`config.mk`:
```
export PLATFORM = sky130hd
export DESIGN_NAME = demux_route_scheduler
export DESIGN_NICKNAME = d
export VERILOG_FILES = /design/src/rtl/drs_pkg.sv /design/src/rtl/demux_route_scheduler_demux.sv /design/src/rtl/demux_route_scheduler.sv
export SDC_FILE = /design/constraint.sdc
export NUM_CORES = 1
export LEC_CHECK = 0
export BUFFER_PORTS_ARGS = -buffer_cell sky130_fd_sc_hd__clkbuf_2
export CORE_MARGIN = 1
export CORE_UTILIZATION = 35
export CTS_BUF_LIST = sky130_fd_sc_hd__clkbuf_8
export DETAILED_ROUTE_END_ITERATION = 10
export PLACE_DENSITY = 0.74
export SLEW_MARGIN = 0
export SYNTH_ARGS = -nofsm -noshare
export SYNTH_HDL_FRONTEND = slang
export SYNTH_SLANG_ARGS = --single-unit
```
`constraint.sdc`:
```
create_clock -name clk -period 2.4 [get_ports clk]
set_clock_uncertainty 0.1 [all_clocks]
set_input_delay 0.12 -clock clk [delete_from_list [all_inputs] [get_ports clk]]
set_output_delay 0.12 -clock clk [all_outputs]
set_load 0.005 [all_outputs]
```
`src/rtl/drs_pkg.sv`:
```
// Shared types, constants and helpers for the demux route scheduler.
package drs_pkg;

    localparam int LANES = 8;
    localparam int SEL_W = 3;

    typedef enum logic [1:0] {
        IDLE = 2'd0,
        SEND = 2'd1,
        DROP = 2'd2
    } state_t;

    // Increment that sticks at max_val instead of wrapping.
    function automatic logic [31:0] sat_inc(input logic [31:0] val, input logic [31:0] max_val);
        if (val >= max_val) begin
            return max_val;
        end
        return val + 32'd1;
    endfunction

endpackage

```
`src/rtl/demux_route_scheduler_demux.sv`:
```
// Combinational 1-to-8 one-hot demux for the lane valid strobes.
module demux_1x8_onehot
    import drs_pkg::*;
(
    input  logic             enable,
    input  logic [SEL_W-1:0] sel,
    output logic [LANES-1:0] out_valid
);

    // Raise exactly one lane valid while enabled, none otherwise.
    always_comb begin
        out_valid = '0;
        if (enable) begin
            out_valid[sel] = 1'b1;
        end
    end

endmodule

```
`src/rtl/demux_route_scheduler.sv`:
```
// Scheduler for a shared 1x8 demux: accepts a word and destination, holds it
// until the chosen lane takes it, and drops it if the lane is disabled or
// stalls too long. Dropped words are counted in a saturating counter.
module demux_route_scheduler
    import drs_pkg::*;
#(
    parameter int DATA_W      = 8,
    parameter int TIMEOUT_CYC = 16,
    parameter int CNT_W       = 8
) (
    input  logic              clk,
    input  logic              rst_n,
    input  logic              in_valid,
    output logic              in_ready,
    input  logic [DATA_W-1:0] in_data,
    input  logic [SEL_W-1:0]  in_dest,
    input  logic [LANES-1:0]  lane_en,
    output logic [LANES-1:0]  out_valid,
    output logic [DATA_W-1:0] out_data,
    input  logic [LANES-1:0]  out_ready,
    output logic [SEL_W-1:0]  sel,
    output logic              busy,
    output logic              drop_pulse,
    output logic [CNT_W-1:0]  drop_cnt
);

    // Timer must hold TIMEOUT_CYC-1; one spare bit keeps TIMEOUT_CYC = 1 legal.
    localparam int             TW       = $clog2(TIMEOUT_CYC + 1);
    localparam logic [TW-1:0]  TMR_LAST = TW'(TIMEOUT_CYC - 1);
    localparam logic [31:0]    CNT_MAX  = (32'd1 << CNT_W) - 32'd1;

    state_t        state;
    logic [TW-1:0] timer;

    assign in_ready   = (state == IDLE);
    assign busy       = (state != IDLE);
    assign drop_pulse = (state == DROP);

    demux_1x8_onehot u_demux (
        .enable    (state == SEND),
        .sel       (sel),
        .out_valid (out_valid)
    );

    // Control FSM: capture on accept, wait for the selected lane, drop on timeout.
    always_ff @(posedge clk or negedge rst_n) begin
        if (!rst_n) begin
            state    <= IDLE;
            timer    <= '0;
            out_data <= '0;
            sel      <= '0;
            drop_cnt <= '0;
        end else begin
            case (state)
                IDLE: begin
                    if (in_valid) begin
                        out_data <= in_data;
                        sel      <= in_dest;
                        timer    <= '0;
                        // Enable mask is only consulted here; later changes
                        // cannot affect the word already in flight.
                        state    <= lane_en[in_dest] ? SEND : DROP;
                    end
                end
                SEND: begin
                    // A ready on the final timer cycle still completes the transfer.
                    if (out_ready[sel]) begin
                        state <= IDLE;
                    end else begin
                        timer <= timer + TW'(1);
                        if (timer == TMR_LAST) begin
                            state <= DROP;
                        end
                    end
                end
                DROP: begin
                    drop_cnt <= CNT_W'(sat_inc(32'(drop_cnt), CNT_MAX));
                    state    <= IDLE;
                end
                default: begin
                    state <= IDLE;
                end
            endcase
        end
    end

endmodule

```
# Word-level counts from Yosys, hierarchy flattened
# Cells that the tools add are included.
# Widths: inputs -> output; s select.
word_totals:
  regBits: 26
  inputBits: 30
  elab_cells: 43
classes:
  n_addsub: 2
  n_lt_le_gt_ge: 4
  eq_ne: 6
  muxes: 19
  reduce_logical: 7
ops:
  columns: ["operator", "count"]
  rows:
  - ["$mux 8", 3]
  - ["$mux 5", 2]
  - ["$pmux 5 s2", 1]
  - ["$add 8x1->8 const B", 1]
  - ["$ge 8x8->1 const B", 1]
  - ["$lt 3x4->1 const B", 2]
  - ["$mux 2", 4]
  - ["$bmux 1 s3", 2]
  - ["$add 5x1->5 const B", 1]
  - ["$eq 5x4->1 const B", 1]
  - ["$mux 1", 5]
  - ["$ne 2x2->1 const B", 2]
  - ["$pmux 2 s2", 1]
  - ["$reduce_and 2->1", 2]
  - ["$reduce_bool 2->1", 2]
  - ["$demux 1 s3", 1]
  - ["$ge 3x1->1 const B", 1]
  - ["$ne 3x3->1 const B", 1]
  - ["$reduce_and 3->1", 1]
  - ["$eq 2x1->1 const B", 1]
  - ["$eq 2x2->1 const B", 1]
  - ["$logic_not 2->1", 1]
  - ["$logic_and 1x1->1", 1]

# Depth between registers and ports, before layout
# Gate-level depths: netlist of the first run.
logic_depth:
  ltp_word: 5
  depth_mapped: 5
  depth_no_buf: 5

# By module
# A second synthesis of the first run with hierarchy kept.
hier_totals:
  cells_unflattened: 117
  area_unflattened_um2: 1430.1
modules_own_cells:
  columns: ["mod", "n_inst", "cells_per_inst", "area_each_um2", "seq_area_each_um2"]
  rows:
  - ["demux_route_scheduler", 1, 109, 1333.8, 650.6]
  - ["demux_1x8_onehot", 1, 8, 96.3, 0.0]

# Worst setup path after synthesis of the first run
# Ideal clock, no wire load.
synth_path:
  kind: "register to register"
  start: "register sel[0]"
  end: "register timer[1]"
  setup_time_ps: 120
  arrival_ps: 1683
  t_required_ps: 2180
  path_slack_ps: 498
  path_stages_with_launch: 6
  path_buffers: 1
  cell_sequence: "dfrtp_1 > buf_6 > mux2_4 > a222oi_1 > nand2_2 > a31o_1"
synth_via:
  elab_chain_cells: 4
synth_rtl:
  columns: ["item", "line", "text"]
  rows:
  - ["from (decl)", "demux_route_scheduler.sv:21", "output logic [SEL_W-1:0] sel,"]
  - ["from (signal assigned)", "demux_route_scheduler.sv:58", "sel <= in_dest;"]
  - ["$bmux 1 s3", "demux_route_scheduler.sv:67", "if (out_ready[sel]) begin"]
  - ["$mux 1 (not written as such)", "demux_route_scheduler.sv:67", null]
  - ["$ne 2x2->1 (no source line)", null, null]
  - ["$reduce_and 3->1 (no source line)", null, null]
  - ["to (signal assigned)", "demux_route_scheduler.sv:70", "timer <= timer + TW'(1);"]
  - ["to (decl)", "demux_route_scheduler.sv:33", "logic [TW-1:0] timer;"]
# No other way between the ends. The select of a mux whose other input is x is not followed.
# A chain may end at the register's enable or synchronous reset.

# Final worst setup path of the first run
# Same ends and word-level chain as after synthesis.

==> results.ini, run 1 <==
[clock_tree]
numCtsBuffers=3
path_clk_slew_ns=0.09
ctsHoldBuffers=9
clockBufferDepth=2
clk_latency_ns=0.27
cts_sinks=26
postCtsSetupRepairBufs=0
cts_tree=built
cts-resized-gates=0
h-tree-depth=1
cts-root-buf=clkbuf_8

[critical_path]
slowest_delay_ns=0.59
slowest_stage=a222oi_1
criticalPathCategory=reg -> reg
crit_buf_inv=0
cp-start-kind=flip-flop
crit_fanout=8
end_kind=flip-flop
crit_chain=mux2_4 -> a222oi_1 -> nand2_2 -> a31o_1
critPathTopFamily=compound AO/OA/AOI/OAI gates
required_ns=2.46
crit_arrival_ns=2.14

[drt]
first_pass_iters=4
vias=1134
wl_per_cell_um=11.6
drt-total-wl_mm=2.76
route.detailed.drc=0
vias_per_cell=4.74
ant_nets=0
drt_iter0_drc=53

[final_layout]
areaGrowthSynthToFinish_pct=37.3
antenna_cells=0
drive_gt1_share_pct=41.9
final-seq-area_um2=651
multi_input_area_um2=653
fin_nets=225
design_area_um2=1850
n_fill_cell=323

[logic_synthesis]
synthArstFlopShare_pct=100
synth.distinct_cells=31
synthFlopType=dfrtp_1
syn-cell-area_um2=1350
ys_warn_count=0
synth_nets=155
synth_edf_count=0
synth-seq-cells=26
synthCells=122
synth_area_leaders=dfrtp_1, mux2_2, mux2i_1
seq_area_frac_synth_pct=48.4
netlist.top_cell.by_area=dfrtp_1
synth.avg_cell_area_um2=11.0
yosys.area.top_type_share_pct=48.4

[floorplan]
dieHeight_um=64.0
core-area_um2=3660
pin_count=60
die-area_um2=4090
rows=22
die_w_um=64.0
start_util_pct=36.7

[timing]
setup_violations=0
min_period_ns=2.08
fin_crit_sh_pct=86.7
max_slew.worst_pin.slew_ns=0.647
finalHoldViolCount=0
max_freq_ghz=0.481
finalMaxSlewViolations=0
rsz0062_at_grt=no
relSlewSlack_pct=56.7
fin_tns_setup_ns=0

[global_routing]
grt_overflow=0
grt_pass1_wl_mm=4.86
grt_max_degree=27
grtUsageTotal_pct=15.2
antenna_found_initial=0
grt_pass1_vias=1133

[run]
maxCapViolations=0

[min_path]
min_path_type=in -> reg

[status]
status=finished clean

[placed_design]
dpl_cell_area_um2=1690
place_congestion=0.762
dp_hpwl_mm=2.05
portBuffers=59

[pwr]
power_leakage_uw=0.000957
ir_worst_vdd_mv=0.439
power_density_nw_per_um2=947
power_uw=1750

-- through the flow --
step | instances | worst slack, ns | utilization, % | hold WS [ns]
final | 239 | 0.319 | 50.4 | 0.0212
after global routing | 239 | 0.201 | 50.4 | 0.0283
after CTS | 239 | 0.328 | 50.4 | 0.0154
after detailed placement | 226 | 0.335 | 46.0 | 0.0884
after global placement | 226 | 0.368 | 46.0 | 0.0875
after floorplan | 122 | 0.498 | - | -0.276
-- power breakdown --
part	internal, uW	switching (uW)	leakage, uW	total [uW]
Combinational	360	279	0.000594	638
Clock	223	139	0.0000357	363
Sequential	586	162	0.000327	748
-- registers in the layout, indices dropped and copies added (netlist names) --
name      flops
state         2
out_data      8
timer         5
drop_cnt      8
sel           3
-- area by class of cell --
type,instances,area share (%)
sequential,26,35.2
multi-input combinational,87,35.4
tap,48,3.25
inverter,5,1.02
clock inverter,1,1.63
timing repair buffer,69,21.3
clock buffer,3,2.24
-- cells by family (layout without fill, tap and decap cells) --
kind of cell,after synthesis,count (layout),share of synthesized area (%)
AND/OR/NAND/NOR,46,46,17.6
multiplexers,23,23,20.7
flip-flops,26,26,48.4
AO/OA/AOI/OAI,12,12,5.58
XOR/XNOR,3,3,1.95
adder cells (fa/ha/maj),3,3,2.79
buffers and inverters,9,78,3.07
-- cell usage in the layout, fill, tap and decap left out, types with 3 or more instances in the layout --
cell and count:
a21oi_1 5, and3_1 5, clkbuf_2 59, clkbuf_8 3
dfrtp_1 26, dlygate4sd3_1 9, ha_1 3, inv_1 5
mux2_1 3, mux2_2 11, mux2i_1 6, nand2_1 13
nand2b_1 3, nor2_1 8, nor2b_1 3, nor3_1 4
-- final timing paths --
path	end	startpoint	slack [ns]	cells past startpoint
max	timer[1]$_DFFE_PN0P_	sel[0]$_DFFE_PN0P_	0.32	4
min reg2reg	timer[3]$_DFFE_PN0P_	timer[3]$_DFFE_PN0P_	0.38	1
max in group asynchronous	drop_cnt[1]$_DFFE_PN0P_	rst_n	1.49	2
max reg2reg	timer[1]$_DFFE_PN0P_	sel[0]$_DFFE_PN0P_	0.32	4
min in group asynchronous	out_data[5]$_DFFE_PN0P_	rst_n	0.30	2
min	sel[1]$_DFFE_PN0P_	in_dest[1]	0.02	2
-- per-layer routing --
layer / track usage, % / share of wire, % / vias up
met4: 7.39 / 1.5 / 0
li1: - / - / 573
met2: 27.0 / 53 / 31
met3: 1.79 / 2.6 / 2
met5: 0 / 0 / -
met1: 17.9 / 43 / 528
-- synthesized netlist by cell type, types with 2 or more instances --
cell and count:
mux2i_1 6, and3_1 5, nand2b_1 3, nor2_1 8
nor2b_1 3, o22ai_1 2, nand4_1 2, a21oi_1 5
nand3_1 2, inv_1 5, dfrtp_1 26, nor3_1 4
xor2_1 2, and4b_1 2, nand2_1 13, mux2_2 11
clkbuf_1 3, mux2_1 3, mux4_2 2, ha_1 3
o21ai_0 2
Note: power is estimated with default switching activity, not from simulation.
==> inputs of run 2 (changes only) <==
--- a/config.mk
+++ b/config.mk
@@ -7,11 +7,12 @@
 export LEC_CHECK = 0
 export BUFFER_PORTS_ARGS = -buffer_cell sky130_fd_sc_hd__clkbuf_2
 export CORE_MARGIN = 1
-export CORE_UTILIZATION = 35
+export CORE_UTILIZATION = 29
 export CTS_BUF_LIST = sky130_fd_sc_hd__clkbuf_8
 export DETAILED_ROUTE_END_ITERATION = 10
-export PLACE_DENSITY = 0.74
+export PLACE_DENSITY = 0.65
 export SLEW_MARGIN = 0
 export SYNTH_ARGS = -nofsm -noshare
 export SYNTH_HDL_FRONTEND = slang
+export SYNTH_HIERARCHICAL = 1
 export SYNTH_SLANG_ARGS = --single-unit
==> run 2 against run 1 <==
Compared with the run above:
- global-route usage is 3.0 points lower
- sequential power is 3.3% higher
- hold slack worse by 0.011 ns
- sequential share of layout area is 1.9 points lower
- power is 3.3% higher
- clock power is 22% lower
- die area is 27% higher
- critical path depth stayed put
- utilization is 9.2 points lower
- final cell count is 6.3% higher
- routed wire length is 8.5% higher
- largest power group unchanged
- highest routed layer unchanged
==> results.ini, run 2 <==
[critical_path]
rr_startpoint=sel[0]$_DFFE_PN0P_
r2r_setup_slack_ns=0.65
criticalPathCategory=reg -> reg
end_kind=flip-flop
worstReg2RegEnd=timer[2]$_DFFE_PN0P_
crit_arrival_ns=1.79
setup.worst_path.start=sel[0]$_DFFE_PN0P_
cp-start-kind=flip-flop
crit_path_end=timer[2]$_DFFE_PN0P_
crit_fanout=14
required_ns=2.45
rr_worst_depth=4

[global_routing]
grt_overflow=0
grt_pass1_wl_mm=4.97
grt_max_degree=27
grt_pass1_vias=1073
antenna_found_initial=0
grtUsageTotal_pct=12.1

[drt]
ant_nets=0
route.detailed.drc=0
wl_per_cell_um=11.8
drt_iter0_drc=48
vias_per_cell=4.57
vias=1162
drt-total-wl_mm=3.00
first_pass_iters=4

[final_layout]
layout_common_cells=clkbuf_2, dfrtp_1, mux2_2, nand2_1, dlygate4sd3_1
multi_input_area_um2=752
drive_gt1_share_pct=49.2
final-seq-area_um2=651
instances_no_fill=254
reg.largest.list=drop_cnt x8, out_data x8, timer x5
utilization_pct=41.3
fin_nets=221
antenna_cells=0
mostFrequentLayoutCell=clkbuf_2
n_fill_cell=476
areaGrowthSynthToFinish_pct=36.3

[timing]
finalMaxSlewViolations=0
fin_tns_setup_ns=0
finalHoldViolCount=0
relSlewSlack_pct=55.4
fin_crit_sh_pct=72.7
rsz0062_at_grt=no
setup_violations=0
fin_ws_ns=0.655
min_period_ns=1.75
max_slew.worst_pin.slew_ns=0.669
max_freq_ghz=0.573

[logic_synthesis]
synth-seq-cells=26
synthFlopType=dfrtp_1
synth.most_common_cell=dfrtp_1
syn-cell-area_um2=1430
synthArstFlopShare_pct=100
synth_edf_count=0
synthCells=117
netlist.top_cell.by_area=dfrtp_1
synth.distinct_cells=36
synth.avg_cell_area_um2=12.2
yosys.area.top_type_share_pct=45.5
synth_area_leaders=dfrtp_1, mux2_2, mux2i_1
ys_top_cells_by_count=dfrtp_1, mux2_2, nand2_1
ys_warn_count=6
seq_area_frac_synth_pct=45.5
synth_nets=150

[clock_tree]
cts_sinks=26
h-tree-depth=1
numCtsBuffers=3
cts-root-buf=clkbuf_8
path_clk_slew_ns=0.09
ctsHoldBuffers=9
cts_tree=built
clockBufferDepth=2
clk_latency_ns=0.27
cts-resized-gates=0
postCtsSetupRepairBufs=0

[floorplan]
rows=25
pin_count=60
start_util_pct=30.3
die_w_um=72.2
dieHeight_um=72.2
core-area_um2=4720
die-area_um2=5220

[pwr]
ir_worst_vdd_mv=0.487
power_uw=1810
power_density_nw_per_um2=927
power_leakage_uw=0.000974

[min_path]
min_path_type=in -> reg

[placed_design]
dp_hpwl_mm=2.20
portBuffers=59
post-place-ws_ns=0.652
dp.cells=241
place_congestion=0.726

[run]
maxCapViolations=0

[status]
status=finished clean

[run 2: worst min-delay path by stage]
stage	start	end	slack (ns)	cells past startpoint
floorplan	rst_n	drop_cnt[0]$_DFFE_PN0P_	-0.28	0
CTS	in_dest[1]	sel[1]$_DFFE_PN0P_	0.0004	2
finish	in_dest[1]	sel[1]$_DFFE_PN0P_	0.01	2
global placement	rst_n	drop_cnt[6]$_DFFE_PN0P_	0.09	1
detailed placement	rst_n	drop_cnt[6]$_DFFE_PN0P_	0.1	1
global route	in_dest[1]	sel[1]$_DFFE_PN0P_	0.01	2
[run 2: area by class of cell]
cell class | count | share of cell area, %
Tap cell | 67 | 4.30
Sequential cell | 26 | 33.4
Inverter | 4 | 0.770
Clock buffer | 4 | 2.82
Multi-Input combinational cell | 84 | 38.6
Timing Repair Buffer | 69 | 20.2
[run 2: kinds of logic after synthesis]
logic type	count (synthesis)	share of synthesized area [%]
compound gates	12	8.84
buf+inv	7	1.92
flops	26	45.5
mux	23	19.3
fa+ha+maj	3	2.62
xor+xnor	6	3.67
simple gates	40	18.1
[run 2: critical path: stages, from the launching register on]
cell and delay (ns):
dfrtp_1 0.62, mux2_2 0.41, o22ai_4 0.22, o21a_1 0.18, o211ai_1 0.09
[run 2: where the power goes]
group | internal [uW] | total [uW] | switching (uW)
combinational | 430 | 751 | 321
clock | 147 | 283 | 136
sequential | 590 | 773 | 183
total | 1170 | 1810 | 641
[run 2: per-layer routing]
layer	up-vias	GRT usage (%)	share of wire (%)
met3	2	3.75	4.6
met4	0	1.96	0.27
met5	-	0	0
li1	573	-	-
met1	558	15.0	43
met2	29	21.1	52
[run 2: per-stage QoR]
stage                     area, um2  hold WS (ns)
after floorplan                1430        -0.276
after global placement         1800        0.0861
after detailed placement       1800        0.0971
after CTS                      1950      0.000416
after global routing           1950        0.0147
final                          1950        0.0103
==> inputs of run 3 (changes only) <==
==> constraint.sdc (replaced) <==
create_clock -name clk -period 1.8 [get_ports clk]
set_clock_uncertainty 0.1 [all_clocks]
set_input_delay 0.09 -clock clk [delete_from_list [all_inputs] [get_ports clk]]
set_output_delay 0.09 -clock clk [all_outputs]
set_load 0.005 [all_outputs]
==> run 3 against run 2 <==
Compared with the run above:
- sequential power is 31% higher
- clock-buffer cell count stayed put
- worst setup slack worse by 0.47 ns
- sequential share of layout area is 0.59 points lower
- clock power is 34% higher
- largest cell class unchanged
==> results.ini, run 3 (synthesis results as in run 2) <==
[status]
status=finished clean

[clock_tree]
numCtsBuffers=3
cts-resized-gates=0
cts_tree=built
cts-root-buf=clkbuf_8
clk_latency_ns=0.27
clockBufferDepth=2
h-tree-depth=1
postCtsSetupRepairBufs=0
ctsHoldBuffers=11
cts_sinks=26
path_clk_slew_ns=0.09

[global_routing]
grt_pass1_vias=1084
grtUsageTotal_pct=11.9
grt_pass1_wl_mm=4.91
antenna_found_initial=0
grt_overflow=0
grt_max_degree=27

[floorplan]
pin_count=60
die-area_um2=5220
dieHeight_um=72.2
die_w_um=72.2
start_util_pct=30.3
core-area_um2=4720
rows=25

[timing]
rsz0062_at_grt=no
fin_crit_sh_pct=89.6
relSlewSlack_pct=55.5
max_slew.worst_pin.slew_ns=0.668
timing.hold.ws_ns=0.0213
finalMaxSlewViolations=0
finalHoldViolCount=0
min_period_ns=1.61
max_freq_ghz=0.620
fin_tns_setup_ns=0
setup_violations=0

[drt]
wl_per_cell_um=11.6
vias=1157
first_pass_iters=6
route.detailed.drc=0
drt_iter0_drc=59
ant_nets=0
vias_per_cell=4.48
drt-total-wl_mm=2.99

[critical_path]
cp-start-kind=flip-flop
required_ns=1.84
rr_startpoint=sel[0]$_DFFE_PN0P_
crit_arrival_ns=1.66
criticalPathCategory=reg -> reg
crit_fanout=6
setup.worst_path.start=sel[0]$_DFFE_PN0P_
end_kind=flip-flop

[final_layout]
multi_input_area_um2=752
areaGrowthSynthToFinish_pct=38.8
antenna_cells=0
drive_gt1_share_pct=49.2
final-seq-area_um2=651
reg.largest.list=drop_cnt x8, out_data x8, timer x5
fin_nets=225
mostFrequentLayoutCell=clkbuf_2
layout_common_cells=clkbuf_2, dfrtp_1, mux2_2, nand2_1, dlygate4sd3_1
n_fill_cell=447
utilization_pct=42.0

[pwr]
power_leakage_uw=0.000992
power_density_nw_per_um2=1230
ir_worst_vdd_mv=0.661

[run]
maxCapViolations=0

[min_path]
min_path_type=in -> reg
hp-start=in_valid

[placed_design]
dp_hpwl_mm=2.15
portBuffers=59
place_congestion=0.736

## run 3: critical path: stages (launching register included)
cell and delay [ns]:
dfrtp_1 0.49, mux2_2 0.39, o22ai_4 0.22, o21a_1 0.18
o211ai_1 0.09
## run 3: where the power goes
part	leakage [uW]	internal, uW	total (uW)	switching (uW)
Combinational	0.000635	602	1060	455
Clock	0.0000288	196	378	182
Sequential	0.000328	787	1010	223
Total	0.000992	1580	2440	860
## run 3: through the flow
| stage | total power (uW) | cells | instance area, um2 | setup WS, ns |
|---|---|---|---|---|
| after global routing | 2630 | 258 | 1980 | 0.113 |
| after global placement | 2060 | 243 | 1820 | 0.251 |
| after detailed placement | 2070 | 243 | 1820 | 0.195 |
| after CTS | 2480 | 258 | 1980 | 0.171 |
| after floorplan | 1650 | 117 | 1430 | 0.172 |
| final | 2440 | 258 | 1980 | 0.186 |
## run 3: cell type report
type | instances | area share (%)
clock buffer | 4 | 2.77
inverter | 4 | 0.757
multi-input combinational | 84 | 37.9
sequential | 26 | 32.8
tap | 67 | 4.22
timing repair buffer | 73 | 21.6
## run 3: routing by layer
layer	wire length, um	track usage, %	share of wire, %
met2	1490	19.4	50
met3	146	4.03	4.9
met1	1340	15.3	45
met4	10	2.40	0.33
met5	0	0	0
## run 3: worst paths after layout
kind	endpoint	slack, ns	cells after the start
max reg2reg	timer[2]$_DFFE_PN0P_	0.19	4
max in group asynchronous	state[1]$_DFFE_PN0P_	0.89	2
max	timer[2]$_DFFE_PN0P_	0.19	4
min reg2reg	out_data[0]$_DFFE_PN0P_	0.41	1
min in group asynchronous	out_data[5]$_DFFE_PN0P_	0.28	2
min	state[1]$_DFFE_PN0P_	0.02	2
